===== src/rtl/dct_batch_scheduler.sv =====
// Batch scheduler for the DCT engine array: holds the engines in reset, releases them once
// per MCU group and rotates their output through a ring of buffers.
module dct_batch_scheduler #(
    parameter int GROUPS_PER_BUFFER = 8,
    parameter int NUM_OUT_BUFS      = 4,
    parameter int RESET_CYCLES      = 3,
    localparam int GW = (GROUPS_PER_BUFFER > 1) ? $clog2(GROUPS_PER_BUFFER) : 1,
    localparam int BW = (NUM_OUT_BUFS > 1) ? $clog2(NUM_OUT_BUFS) : 1,
    localparam int OW = $clog2(NUM_OUT_BUFS + 1)
) (
    input  logic          clock,
    input  logic          reset,
    input  logic          ingester_frontbuffer_select,
    input  logic          dcts_finished,
    input  logic          outbuf_release,
    input  logic          error_clear,
    output logic [GW-1:0] mcu_groups_processed,
    output logic [BW-1:0] dcts_frontbuffer,
    output logic [OW-1:0] outbuf_count,
    output logic          dct_nreset,
    output logic          frame_done,
    output logic          overrun,
    output logic [2:0]    dbg_state
);
    localparam int HW = (RESET_CYCLES > 1) ? $clog2(RESET_CYCLES) : 1;

    // dbg_state encoding: 0 IDLE, 1 STALL, 2 HOLD, 3 ACTIVE, 4 ERROR
    localparam logic [2:0] S_IDLE   = 3'd0;
    localparam logic [2:0] S_STALL  = 3'd1;
    localparam logic [2:0] S_HOLD   = 3'd2;
    localparam logic [2:0] S_ACTIVE = 3'd3;
    localparam logic [2:0] S_ERROR  = 3'd4;

    localparam logic [GW-1:0] LAST_GROUP = GW'(GROUPS_PER_BUFFER - 1);
    localparam logic [BW-1:0] LAST_BUF   = BW'(NUM_OUT_BUFS - 1);
    localparam logic [OW-1:0] FULL_COUNT = OW'(NUM_OUT_BUFS);
    localparam logic [HW-1:0] HOLD_LAST  = HW'(RESET_CYCLES - 1);

    logic          r_sync0;
    logic          r_sync1;
    logic [2:0]    r_state;
    logic [HW-1:0] r_hold;
    logic [GW-1:0] r_groups;
    logic [BW-1:0] r_fb;
    logic [OW-1:0] r_count;
    logic          r_frame_done;
    logic          r_overrun;

    logic          w_swap;
    logic          w_full;
    logic          w_finish;
    logic          w_release;
    logic          w_last_group;
    logic          w_hold_done;
    logic [BW-1:0] w_fb_inc;
    logic [OW-1:0] w_count_next;

    assign w_swap       = r_sync0 ^ r_sync1;
    assign w_full       = (r_count == FULL_COUNT);
    // A swap in ACTIVE wins over a finish, so the finish must not touch the ring.
    assign w_finish     = (r_state == S_ACTIVE) && !w_swap && dcts_finished;
    assign w_release    = outbuf_release && (r_count != '0);
    assign w_last_group = (r_groups == LAST_GROUP);
    assign w_hold_done  = (r_hold == HOLD_LAST);
    assign w_fb_inc     = (r_fb == LAST_BUF) ? '0 : r_fb + BW'(1);

    always_comb begin
        w_count_next = r_count;
        if (w_finish && !w_release) begin
            w_count_next = r_count + OW'(1);
        end else if (!w_finish && w_release) begin
            w_count_next = r_count - OW'(1);
        end
    end

    always_ff @(posedge clock) begin
        if (reset) begin
            r_sync0      <= 1'b0;
            r_sync1      <= 1'b0;
            r_state      <= S_IDLE;
            r_hold       <= '0;
            r_groups     <= '0;
            r_fb         <= '0;
            r_count      <= '0;
            r_frame_done <= 1'b0;
            r_overrun    <= 1'b0;
        end else begin
            r_sync0      <= ingester_frontbuffer_select;
            r_sync1      <= r_sync0;
            r_count      <= w_count_next;
            r_frame_done <= 1'b0;
            case (r_state)
                S_IDLE: begin
                    r_groups <= '0;
                    r_hold   <= '0;
                    if (w_swap) begin
                        r_state <= w_full ? S_STALL : S_HOLD;
                    end
                end
                S_STALL: begin
                    r_hold <= '0;
                    if (w_swap) begin
                        r_state   <= S_ERROR;
                        r_overrun <= 1'b1;
                    end else if (!w_full) begin
                        r_state <= S_HOLD;
                    end
                end
                S_HOLD: begin
                    if (w_swap) begin
                        r_state   <= S_ERROR;
                        r_overrun <= 1'b1;
                    end else if (w_hold_done) begin
                        r_state <= S_ACTIVE;
                    end else begin
                        r_hold <= r_hold + HW'(1);
                    end
                end
                S_ACTIVE: begin
                    r_hold <= '0;
                    if (w_swap) begin
                        r_state   <= S_ERROR;
                        r_overrun <= 1'b1;
                    end else if (w_finish) begin
                        r_fb <= w_fb_inc;
                        if (w_last_group) begin
                            r_groups     <= '0;
                            r_frame_done <= 1'b1;
                            r_state      <= S_IDLE;
                        end else begin
                            r_groups <= r_groups + GW'(1);
                            r_state  <= (w_count_next == FULL_COUNT) ? S_STALL : S_HOLD;
                        end
                    end
                end
                S_ERROR: begin
                    // Clearing discards the partially written buffer by skipping its slot.
                    if (error_clear) begin
                        r_state   <= S_IDLE;
                        r_groups  <= '0;
                        r_fb      <= w_fb_inc;
                        r_overrun <= 1'b0;
                    end
                end
                default: r_state <= S_IDLE;
            endcase
        end
    end

    assign mcu_groups_processed = r_groups;
    assign dcts_frontbuffer     = r_fb;
    assign outbuf_count         = r_count;
    assign dct_nreset           = (r_state == S_ACTIVE);
    assign frame_done           = r_frame_done;
    assign overrun              = r_overrun;
    assign dbg_state            = r_state;

endmodule

===== config.mk =====
export PLATFORM = sky130hd
export DESIGN_NAME = dct_batch_scheduler
export DESIGN_NICKNAME = d
export VERILOG_FILES = /design/src/rtl/dct_batch_scheduler.sv
export SDC_FILE = /design/constraint.sdc
export NUM_CORES = 1
export LEC_CHECK = 0
export CAP_MARGIN = 20
export CORE_MARGIN = 2
export CORE_UTILIZATION = 35
export CTS_BUF_LIST = sky130_fd_sc_hd__clkbuf_16
export CTS_CLUSTER_SIZE = 25
export DETAILED_ROUTE_END_ITERATION = 6
export PLACE_DENSITY = 0.58
export SLEW_MARGIN = 20
export SYNTH_ARGS = -nofsm -noshare
export SYNTH_HDL_FRONTEND = slang
export SYNTH_SLANG_ARGS = --single-unit

===== constraint.sdc =====
create_clock -name clock -period 2.55 [get_ports clock]
set_input_delay 0.51 -clock clock [delete_from_list [all_inputs] [get_ports clock]]
set_output_delay 0.51 -clock clock [all_outputs]
set_load 0.02 [all_outputs]

Word-level counts from Yosys, hierarchy flattened. Cells that the tools add are included.

Register bits after elaboration: 17. Output and inout bits: 14. Input port bits: 6.

Reduce and logical (&&, ||, !) cells: 22. Eq/ne operators: 19. Bitwise gates (word level): 3. Add/subtract/negate cells: 5. Muxes and demuxes: 30.

Operator list (count): 3-bit two-way mux (13); 2-bit two-way mux (9); 3-bit case mux with 5 select lines (1); 3-bit equality test (second input constant) (4); 2-bit inequality test (second input constant) (5); 3-bit case mux with 3 select lines (1); 2-bit case mux with 2 select lines (2); 4-bit AND reduction (2); 3-bit by 1-bit adder with 3-bit output (second input constant) (2); 3-bit by 2-bit equality test with 1-bit output (second input constant) (2); 3-bit inequality test (second input constant) (2); 3-bit AND reduction (2); 2-bit nonzero test (3); 3-bit nonzero test (2); 3-bit OR reduction (2); 1-bit logical AND (5); 5-bit AND reduction (1); 2-bit by 1-bit adder with 2-bit output (second input constant) (2); 2-bit equality test (second input constant) (2); 2-bit by 1-bit inequality test with 1-bit output (second input constant) (2); 4-bit OR reduction (1); 3-bit by 1-bit equality test with 1-bit output (second input constant) (1); 1-bit logical NOT (3); 3-bit logical NOT (1); other kinds (6) (9).

Longest topological paths before layout. Gate-level depths: netlist of run 1.

Depth after elaboration: 14. Mapped depth: 7. Mapped depth without buffers: 7.

Worst setup path before layout of run 1. No wires, ideal clock.

Path kind: reg2reg. Start: reg r_count[0] (netlist: outbuf_count[0]). End: reg r_state[1] (netlist: dbg_state[1]). Library setup time: 0.120 ns. Clock period less this slack: 1.829 ns. Data required time: 2.430 ns. Cell stages (with the launch flop): 8. Path slack: 0.721 ns. Data arrival time: 1.710 ns. Path through: dfxtp_1 -> inv_1 -> ha_1 -> nor2b_1 -> o21ai_0 -> o22ai_2 -> xnor2_1 -> o31a_1.

Word-level cells in the longest chain between the ends: 11.

RTL lines: from (decl) (RTL line 45) `logic [OW-1:0] r_count;`; from (signal assigned) (RTL line 90) `r_count <= w_count_next;`; parallel branches: the longest is 11 deep, another holds 3-bit by 1-bit subtractor with 3-bit output; to (signal assigned) (RTL line 97) `r_state <= w_full ? S_STALL : S_HOLD;`; to (signal assigned) (RTL line 132) `r_state <= (w_count_next == FULL_COUNT) ? S_STALL : S_HOLD;`; to (decl) (RTL line 41) `logic [2:0] r_state;`.

Several ways; the timed one is not identified. The select of a mux whose other input is x is not followed. A chain may end at the register's enable or synchronous reset.

Worst setup path after layout of run 1.
Start: reg r_state[2] (netlist: dbg_state[2]). End: out dbg_state[2].

RTL lines: to (decl) (RTL line 23) `output logic [2:0] dbg_state`.

No word-level cell between the ends.

==> impl_metrics.toml, run 1 <==
[job]
maxCapViolations = 0

[logic_synthesis]
synth_top_family_by_area = "compound AO/OA/AOI/OAI gates"
synth_compound_area_share_pct = 24.09
syn_nets = 138
synth_area_um2 = 1028
synthAdderAreaFrac_pct = 8.516
synth_xor_area_share_pct = 6.569
synth_enable_flop_cells = 0
ys_top_cells_by_count = "17 x dfxtp_1, 16 x nor2_1, 11 x nand2_1"
muxShareOfSynthArea_pct = 2.920
synth_top_area_share_pct = 33.09
synth-seq-cells = 17
yosysWarnings = 0
yosysUniqueCellTypes = 38
synth_area_leaders = "dfxtp_1 33%, ha_1 8.5%, nor2_1 5.8%"
synth_top_area_cell = "dfxtp_1"
syn_area_per_cell_um2 = 8.228
yosysMostFrequentCell = "dfxtp_1"
yosys.area_share.simple_pct = 20.80
synthArstFlopShare_pct = 0
synthFlopType = "dfxtp_1"
seq_area_frac_synth_pct = 33.09
synth_cells = 125

[timing]
final.period_utilization_pct = 79.91
fin_tns_setup_ps = 0
max-slew-margin-rel_pct = 63.62
slew_viol_final = 0
timing.hold.ws_ps = 490.3
min_period_ps = 2038
worst_pin_slew_ps = 540.0
clock_skew_ps = 1.683
fmax_mhz = 490.8
rsz0062_at_grt = "no"
hold_viol_final = 0
setup_viol = 0

[drt]
wire_per_inst_um = 13.34
drt-initial-drc-count = 24
via_per_inst = 5.287
vias = 941
ant_nets = 0
wirelength_um = 2375
drc = 0
firstDrtPassIters = 4

[global_routing]
grt_pass1_vias = 904
grt_pass1_wl_um = 3919
grt_overflow = 0
antenna_found_initial = 0
grt_max_degree = 16
grt_usage_pct = 15.12

[final_layout]
fin_util_pct = 48.31
drive_above_1_share_pct = 8.163
n_antenna_cell = 0
syn_to_final_growth_pct = 30.66
fill_cells = 284
post-route-cell-area_um2 = 1344
fin_nets = 161

[clock_network]
cts_sinks = 17
cts_inserted_buffers = 3
cts_buffer_depth = 2
worstSkewPairLatency_ps = 250
htree_num_levels = 1
cts_root_buffer = "clkbuf_16"
cts_setup_buffers = 0
cts_hold_buf = 0
cts_tree = "done"
post_cts_resize_count = 0
clkSlewWorstSetupHoldPaths_ps = 50

[power]
p_leak_uw = 0.0005303
ir_worst_vdd_uv = 565.7
clockPowerShare_pct = 23.4
power_density_nw_per_um2 = 988.9
combPwrFrac_pct = 47.7
finalPower_uw = 1329
internal-power_uw = 814.8
seqPwrFrac_pct = 29.0
power_switching_share_pct = 38.69
p_switching_uw = 514.1

[floorplan]
core_area_um2 = 2781
io_pins = 20
die_y_um = 58.21
dieArea_um2 = 3388
start_util_pct = 36.98
die_w_um = 58.21
rows = 19

[worst_setup_path]
cp_slowest_cell = "clkdlybuf4s50_1"
cp.arrival_ps = 1530
critPathBufInv = 1
crit_path_cell_trace = "clkdlybuf4s50_1"
critPathMaxFanout = 15
cp.required_ps = 2040
crit_path_max_incr_delay_ps = 690
worst_setup_path_start_kind = "flop"
critPathTopFamily = "buffers and inverters"
end_kind = "primary output"
critPathKind = "reg -> out"

[run_status]
status = "finished, final reports clean"

[placed_design]
numPortBuffers = 19
dpl-instance-area_um2 = 1265
dp_hpwl_um = 1781
routabilityCongestion = 0.9205

[worst_hold_path]
hp-class = "reg -> reg"
metal layers:
| metal | GRT usage, % | share of wire, % |
|---|---|---|
| met5 | 0 | 0 |
| met4 | 6.977 | 1.7 |
| met3 | 2.679 | 3.9 |
| met2 | 23.86 | 42 |
| met1 | 20.00 | 52 |
metrics by stage:
stage / setup slack [ps] / cells
2_1_floorplan: 720.6 / 125
3_3_place_gp: 362.7 / 174
4_1_cts: 520.1 / 178
3_5_place_dp: 311.2 / 174
5_1_grt: 452.2 / 178
6_report: 512.3 / 178
registers in the layout, indices dropped and copies added (netlist names):
name and count:
outbuf_count 3, dcts_frontbuffer 2, dbg_state 3, r_hold 2, frame_done 1, mcu_groups_processed 3
r_sync0 1, r_sync1 1, overrun 1
cells by family (layout without fill, tap and decap cells):
| group | Yosys count | count (layout) |
|---|---|---|
| AOI/OAI and AO/OA | 36 | 36 |
| xor gates and xnor gates | 6 | 6 |
| adders and majority gates | 7 | 7 |
| buffers and inverters | 11 | 33 |
| DFF | 17 | 17 |
| muxes | 3 | 3 |
| and+or+nand+nor | 45 | 45 |
cells in the final DEF (no fill, tap or decap), types with 4 or more instances in the layout:
cell,instances
nand3_1,4
clkdlybuf4s50_1,19
nand2_1,11
xnor2_1,4
dfxtp_1,17
nor2b_1,4
nor2_1,16
inv_1,8
ha_1,7
o21ai_0,10
a21oi_1,5
final timing paths:
kind / start / to / slack (ps) / depth (start not counted)
min reg2reg: mcu_groups_processed[1] / mcu_groups_processed[1] / 490 / 2
max reg2reg: outbuf_count[0] / dbg_state[1] / 740 / 7
min: mcu_groups_processed[1] / mcu_groups_processed[1] / 490 / 2
max: dbg_state[2] / dbg_state[2] / 510 / 1
power groups by stage:
stage / clock network, uW / logic, uW / registers [uW]
finish: 311 / 633 / 385
global route: 333 / 698 / 394
CTS: 316 / 634 / 384
detailed placement: 0 / 629 / 389
global placement: 0 / 622 / 389
floorplan: 0 / 390 / 430
area by class of cell:
class	count	area, um^2	area share, %
clock buffer	3	75.07	5.587
sequential	17	340.3	25.33
inverter	7	26.28	1.955
timing repair buffer	22	212.7	15.83
clock inverter	1	3.754	0.2793
tap	31	38.79	2.886
multi-input combinational	97	646.9	48.14
Note: power is estimated with default switching activity, not from simulation.
==> inputs of run 2 (changes only) <==
PLACE_DENSITY = 0.6   (was 0.58)
clock period = 1.8 ns   (was 2.55 ns; I/O delays follow)
==> impl_metrics.toml, run 2 (synthesis gave the netlist of run 1 again) <==
[clock_network]
cts_root_buffer = "clkbuf_16"
clkSlewWorstSetupHoldPaths_ps = 50
cts_buffer_depth = 2
cts_sinks = 17
worstSkewPairLatency_ps = 250
cts_inserted_buffers = 3
htree_num_levels = 1
cts_tree = "done"
cts_setup_buffers = 0
cts_hold_buf = 0

[final_layout]
post-route-cell-area_um2 = 1436
syn_to_final_growth_pct = 39.66
fin_nets = 171
drive_above_1_share_pct = 17.83
n_antenna_cell = 0
final_cell_mix = "16 x nor2_1, 15 x dfxtp_1, 15 x clkdlybuf4s50_1"
final_common_cell = "nor2_1"
fill_cells = 264

[worst_setup_path]
crit_path_max_incr_delay_ps = 640
worst_setup_path_start_kind = "flop"
critPathBufInv = 1
critPathKind = "reg -> out"
cp_slowest_cell = "clkdlybuf4s50_1"
crit_path_cell_trace = "clkdlybuf4s50_1"
cp.arrival_ps = 1320
cp.required_ps = 1440
end_kind = "primary output"
critPathTopFamily = "buffers and inverters"
critPathMaxFanout = 6

[floorplan]
rows = 19
die_w_um = 58.21
start_util_pct = 36.98
io_pins = 20
core_area_um2 = 2781
die_y_um = 58.21
dieArea_um2 = 3388

[placed_design]
numPortBuffers = 19
dpl-instance-area_um2 = 1341
routabilityCongestion = 0.8487
dp_hpwl_um = 1929

[power]
p_leak_uw = 0.0005967
finalPower_uw = 2034
power_density_nw_per_um2 = 1416
ir_worst_vdd_uv = 1113

[global_routing]
grt_overflow = 0
grt_pass1_vias = 1006
antenna_found_initial = 0
grt_pass1_wl_um = 4388
grt_max_degree = 15
grt_usage_pct = 16.53

[timing]
min_period_ps = 1681
clock_skew_ps = 0.9875
hold_viol_final = 0
setup_viol = 0
timing.hold.ws_ps = 499.6
rsz0062_at_grt = "no"
max-slew-margin-rel_pct = 73.33
worst_pin_slew_ps = 398.2
final.period_utilization_pct = 93.39
fmax_mhz = 594.9
slew_viol_final = 0

[drt]
via_per_inst = 5.404
ant_nets = 0
drc = 0
vias = 1016
wire_per_inst_um = 13.66
wirelength_um = 2568
firstDrtPassIters = 4
drt-initial-drc-count = 20

[worst_hold_path]
hp-class = "reg -> reg"

[run_status]
status = "finished, final reports clean"

[job]
maxCapViolations = 0
[run 2: cell types whose count changed in the layout (fill, tap and decap cells not counted), sizes merged]
cell,previous run,this run
buf,3,13
inv,8,7
dlygate4sd2,0,3
clkinvlp,0,1
clkdlybuf4s50,19,15
dlymetal6s2s,0,1
[run 2: worst paths after layout]
check	depth (start not counted)	slack [ps]	from	endpoint
setup / recovery	1	120	outbuf_count[2]	outbuf_count[2]
hold / removal	2	500	mcu_groups_processed[2]	mcu_groups_processed[2]
setup reg to reg	7	140	outbuf_count[0]	dbg_state[1]
hold reg to reg	2	500	mcu_groups_processed[2]	mcu_groups_processed[2]
[run 2: metal layers]
metal,GRT usage [%],wire (um)
met3,4.688,96
met4,3.987,8
met5,0,0
met1,21.17,1228
met2,27.44,1235
[run 2: area by class of cell]
class                   instances  area, um^2  area share, %
well taps                      31       38.79          2.700
inverters                       7       26.28          1.829
repair buffers                 32       286.5          19.95
multi-input cells              97       659.4          45.91
clock inverters                 1       7.507         0.5226
clock buffers                   3       75.07          5.226
flip-flops and latches         17       342.8          23.87
[run 2: power breakdown]
| group | total [uW] | switching, uW | internal, uW | leakage [uW] |
|---|---|---|---|---|
| Combinational | 1020 | 533 | 491 | 0.000420 |
| Sequential | 550 | 95.1 | 455 | 0.000140 |
| Clock | 458 | 159 | 300 | 0.0000371 |
| Total | 2030 | 787 | 1250 | 0.000597 |
[run 2: through the flow]
step / util (%) / setup WS [ps] / setup TNS, ps / instances
floorplan: - / 15.86 / 0 / 125
global placement: 48.22 / -178.6 / -560.0 / 184
detailed placement: 48.22 / -267.7 / -1001 / 184
CTS: 51.10 / 24.74 / 0 / 188
global route: 51.64 / 25.41 / 0 / 188
finish: 51.64 / 119.0 / 0 / 188
[run 2: timing repair]
item	in CTS	in global routing
resized for setup	5	6
cloned	0	0
setup endpoints to repair	5	3
pin swaps	0	3
